--- src/rtl/shuffle_perm_gen.sv ---
// shuffle_perm_gen: sequential generator of 8-lane shuffle destination vectors per stage
module shuffle_perm_gen #(
  parameter int ROUNDS    = 4,
  parameter int BITREV_EN = 1
) (
  input  logic       clk,
  input  logic       rst,
  input  logic       start,
  input  logic       mode,
  input  logic       abort,
  input  logic       out_ready,
  output logic       out_valid,
  output logic [2:0] a0,
  output logic [2:0] a1,
  output logic [2:0] a2,
  output logic [2:0] a3,
  output logic [2:0] a4,
  output logic [2:0] a5,
  output logic [2:0] a6,
  output logic [2:0] a7,
  output logic [1:0] stage_id,
  output logic       busy,
  output logic       done
);
  localparam int P = 3 + BITREV_EN;
  localparam int RW = $clog2(ROUNDS + 1);
  localparam logic [1:0] BLAST = 2'(P - 1);
  localparam logic [RW-1:0] RLAST = RW'(ROUNDS - 1);

  if (ROUNDS < 1) begin : g_bad_rounds
    $error("shuffle_perm_gen: ROUNDS must be >= 1");
  end

  typedef enum logic [1:0] {IDLE, EMIT, DONE} state_t;

  state_t state_q, state_d;
  logic mode_q, mode_d, valid_q, valid_d, busy_q, busy_d, done_q, done_d;
  logic [1:0] beat_q, beat_d, stage_q, stage_d;
  logic [RW-1:0] rnd_q, rnd_d;
  logic [2:0] a_q [8];
  logic [2:0] a_d [8];

  // S0 and BR share the same bit-reversal map; S2 is identity
  function automatic logic [2:0] lane_map(input logic [1:0] s, input logic [2:0] i);
    return (s == 2'd0 || s == 2'd3) ? {i[0], i[1], i[2]} :
           (s == 2'd1) ? {i[2], i[0], i[1]} : i;
  endfunction

  // inverse order walks the pass backwards, so BR (when present) comes first
  function automatic logic [1:0] stage_of(input logic m, input logic [1:0] b);
    return m ? BLAST - b : b;
  endfunction

  // next-state: abort beats everything, then IDLE -> EMIT -> DONE -> IDLE
  always_comb begin
    state_d = state_q;
    mode_d = mode_q;
    beat_d = beat_q;
    rnd_d = rnd_q;
    stage_d = stage_q;
    valid_d = valid_q;
    busy_d = busy_q;
    done_d = 1'b0;
    if (abort) begin
      state_d = IDLE;
      beat_d = '0;
      rnd_d = '0;
      stage_d = '0;
      valid_d = 1'b0;
      busy_d = 1'b0;
    end else if (state_q == IDLE) begin
      if (start) begin
        state_d = EMIT;
        mode_d = mode;
        beat_d = '0;
        rnd_d = '0;
        stage_d = stage_of(mode, 2'd0);
        valid_d = 1'b1;
        busy_d = 1'b1;
      end
    end else if (state_q == EMIT) begin
      if (out_ready) begin
        if (beat_q == BLAST && rnd_q == RLAST) begin
          state_d = DONE;
          beat_d = '0;
          rnd_d = '0;
          stage_d = '0;
          valid_d = 1'b0;
          busy_d = 1'b0;
          done_d = 1'b1;
        end else begin
          beat_d = (beat_q == BLAST) ? 2'd0 : beat_q + 2'd1;
          rnd_d = (beat_q == BLAST) ? rnd_q + RW'(1) : rnd_q;
          stage_d = stage_of(mode_q, beat_d);
        end
      end
    end else begin
      state_d = IDLE;
    end
    for (int i = 0; i < 8; i++) a_d[i] = valid_d ? lane_map(stage_d, 3'(i)) : 3'(i);
  end

  // state and registered outputs
  always_ff @(posedge clk) begin
    if (rst) begin
      state_q <= IDLE;
      mode_q <= 1'b0;
      beat_q <= '0;
      rnd_q <= '0;
      stage_q <= '0;
      valid_q <= 1'b0;
      busy_q <= 1'b0;
      done_q <= 1'b0;
      for (int i = 0; i < 8; i++) a_q[i] <= 3'(i);
    end else begin
      state_q <= state_d;
      mode_q <= mode_d;
      beat_q <= beat_d;
      rnd_q <= rnd_d;
      stage_q <= stage_d;
      valid_q <= valid_d;
      busy_q <= busy_d;
      done_q <= done_d;
      a_q <= a_d;
    end
  end

  assign out_valid = valid_q;
  assign busy = busy_q;
  assign done = done_q;
  assign stage_id = stage_q;
  assign {a0, a1, a2, a3, a4, a5, a6, a7} = {a_q[0], a_q[1], a_q[2], a_q[3], a_q[4], a_q[5], a_q[6], a_q[7]};
endmodule
--- config.mk ---
export PLATFORM = sky130hd
export DESIGN_NAME = shuffle_perm_gen
export DESIGN_NICKNAME = d
export VERILOG_FILES = /design/src/rtl/shuffle_perm_gen.sv
export SDC_FILE = /design/constraint.sdc
export NUM_CORES = 1
export LEC_CHECK = 0
export CORE_UTILIZATION = 35
export DETAILED_ROUTE_END_ITERATION = 16
export PLACE_DENSITY = 0.67
export REMOVE_ABC_BUFFERS = 1
export SETUP_SLACK_MARGIN = 0.15
export SYNTH_ARGS = -nofsm -noshare
export SYNTH_HDL_FRONTEND = slang
export SYNTH_SLANG_ARGS = --single-unit
--- constraint.sdc ---
create_clock -name clk -period 2.3 [get_ports clk]
set_clock_uncertainty 0.05 [all_clocks]
set_input_delay 0.69 -clock clk [delete_from_list [all_inputs] [get_ports clk]]
set_output_delay 0.69 -clock clk [all_outputs]
set_load 0.1 [all_outputs]
==> results.json <==
{
  "finalSetupViolations": 0,
  "drive_gt1_share_pct": 38.41,
  "wl_per_cell_um": 12.54,
  "tns_ns": 0,
  "dr.pass1.iters": 4,
  "status": "complete, no violations",
  "syn_to_final_growth_pct": 26.20,
  "rows": 19,
  "ant_nets": 0,
  "fin_crit_ns": 2.102,
  "globalplace.congestion": 0.8171,
  "num_vias": 839,
  "yosys_warnings": 0,
  "die_h_um": 56.54,
  "stdcell_area_mm2": 0.001314,
  "grt.overflow.total": 0,
  "synth-seq-area-share_pct": 36.54,
  "drv_cap": 0,
  "p_per_area_mw_per_mm2": 584.0,
  "cp_max_fo": 4,
  "cp.arrival_ns": 2.25,
  "hpwl_mm": 1.639,
  "min_path_type": "reg2reg",
  "synth_cells": 111,
  "clk_latency_ns": 0.30,
  "diodes": 0,
  "place_area_mm2": 0.001240,
  "drc_errors": 0,
  "peakVddDrop_mv": 0.2745,
  "rsz0062_at_grt": "yes",
  "fin_cells": 169,
  "die_area_mm2": 0.003196,
  "cts.path.max_buffers": 2,
  "wirelength_mm": 2.119,
  "ys_types": 34,
  "htreeDepth": 1,
  "grt_usage_pct": 14.17,
  "p_leak_nw": 0.5804,
  "coreArea_mm2": 0.002781,
  "hold_viol": 0,
  "cts_tree": "yes",
  "drt_iter0_markers": 9,
  "max_freq_ghz": 0.4757,
  "synth_area_mm2": 0.001041,
  "cts_root_buf": "clkbuf_4",
  "yosys.area.top_type_share_pct": 36.54,
  "critPathKind": "in2reg",
  "grt_pass1_wl_mm": 3.539,
  "dp.cells": 164,
  "antenna_found_initial": 0,
  "power_w": 0.0007672,
  "synthTopCellsByArea": "dfxtp_1, buf_4, ha_1",
  "synth_seq_cells": 19,
  "first_global_vias": 803,
  "slew_viol_final": 0,
  "fin_nets": 151,
  "start_kind": "primary input",
  "synth.largest_area_cell": "dfxtp_1",
  "clkSinkCount": 19,
  "place.port_buffers": 24,
  "path_clk_slew_ns": 0.11,
  "num_io_pins": 35,
  "cp-end-kind": "register",
  "start_util_pct": 37.43,
  "ctsHoldBuffers": 0,
  "cp.required_ns": 2.45,
  "die_w_um": 56.54,
  "syn_area_per_cell_um2": 9.378,
  "post-route-period-util_pct": 91.39,
  "vias_per_cell": 4.964,
  "grt_max_degree": 12,
  "numCtsBuffers": 3
}
-- flip-flops by register name (all words and copies together), names as in the netlist, 2 cells and up --
name and flops:
beat_q 2, rnd_q 3, stage_id 2, state_q 2
-- repair_timing --
| action | CTS | global route |
|---|---|---|
| resized for setup | 7 | 2 |
| pin swaps | 2 | 1 |
| setup endpoints to repair | 5 | 3 |
| setup buffers | 1 | 0 |
-- per-stage QoR --
| step | worst slack, ns | utilization, % | hold slack, ns |
|---|---|---|---|
| 6_report | 0.1980 | 47.23 | 0.4089 |
| 5_1_grt | 0.1283 | 47.23 | 0.4353 |
| 4_1_cts | 0.1812 | 46.96 | 0.4122 |
| 3_5_place_dp | -0.3608 | 44.58 | 0.3962 |
| 3_3_place_gp | -0.3373 | 44.58 | 0.3867 |
| 2_1_floorplan | -0.6374 | - | 0.3662 |
-- kinds of logic after synthesis --
| logic type | Yosys count | share of synthesized area (%) |
|---|---|---|
| xor gates and xnor gates | 1 | 0.8415 |
| and+or+nand+nor | 31 | 22.36 |
| buffers and inverters | 26 | 16.11 |
| other | 2 | 0.7214 |
| DFF | 19 | 36.54 |
| AOI/OAI and AO/OA | 26 | 16.23 |
| adders and majority gates | 6 | 7.211 |
-- final cells by class --
type	count	area, µm²
clock buffer	3	22.52
multi-input combinational	74	563.0
tap	31	38.79
timing repair buffer	37	289.0
sequential	19	380.4
clock inverter	1	5.005
fill	256	1468
inverter	4	15.01
-- critical path: stages --
cell	delay, ns
clkdlybuf4s50_1	0.53
a211o_1	0.20
a21oi_2	0.05
a211o_1	0.32
buf_4	0.15
ha_1	0.17
nand2b_1	0.14
-- final timing paths --
kind	startpoint	to	slack, ns	cells past startpoint
worst max-delay path	start	a1[0]$_SDFF_PP1_	0.20	7
worst min-delay path	rnd_q[2]$_SDFFE_PP0P_	rnd_q[2]$_SDFFE_PP0P_	0.41	2
worst max register to register	beat_q[0]$_SDFFE_PP0P_	a1[0]$_SDFF_PP1_	0.21	7
worst min register to register	rnd_q[2]$_SDFFE_PP0P_	rnd_q[2]$_SDFFE_PP0P_	0.41	2
-- synthesized netlist by cell type (all sizes together) --
master and number:
a21oi 12, nand3b 3, ha 6, or3b 2
or3 3, or4 1, nand4b 1, nand2b 1
inv 4, or2b 1, clkbuf 2, nand4 1
a211o 5, nand2 2, and2 1, and3b 1
xnor2 1, nor2 3, buf 20, or2 2
conb 2, dfxtp 19, nand3 4, nor3b 2
o221ai 1, or4b 1, nor3 2, a211oi 4
o21ai 4
-- layer usage --
metal	track usage (%)	part of all wire, %	vias up
met5	0	0	-
met4	6.272	0.90	0
met3	1.382	1.8	2
met2	24.37	52	16
met1	17.78	45	398
li1	-	-	423
-- cell usage in the layout (no fill, tap or decap), types with 2 or more instances in the layout --
cell and instances:
nand3_1 4, or2_2 2, ha_1 4, dfxtp_1 19
clkdlybuf4s50_1 4, nor3_1 2, or3_1 2, a211oi_2 2
inv_1 3, nor2_1 3, nor3b_1 2, buf_4 32
conb_1 10, nand2_1 2, a211oi_1 2, clkbuf_4 3
a21oi_2 4, a21oi_1 8, o21ai_0 4, a211o_1 5
nand3b_1 2
-- report_power, final --
group | switching, W | total (W) | internal, W
sequential | 0.00000888 | 0.000347 | 0.000338
clock | 0.000104 | 0.000169 | 0.0000648
combinational | 0.000197 | 0.000252 | 0.0000543
total | 0.000310 | 0.000767 | 0.000457
No activity file was read; power rests on OpenSTA's default activity.
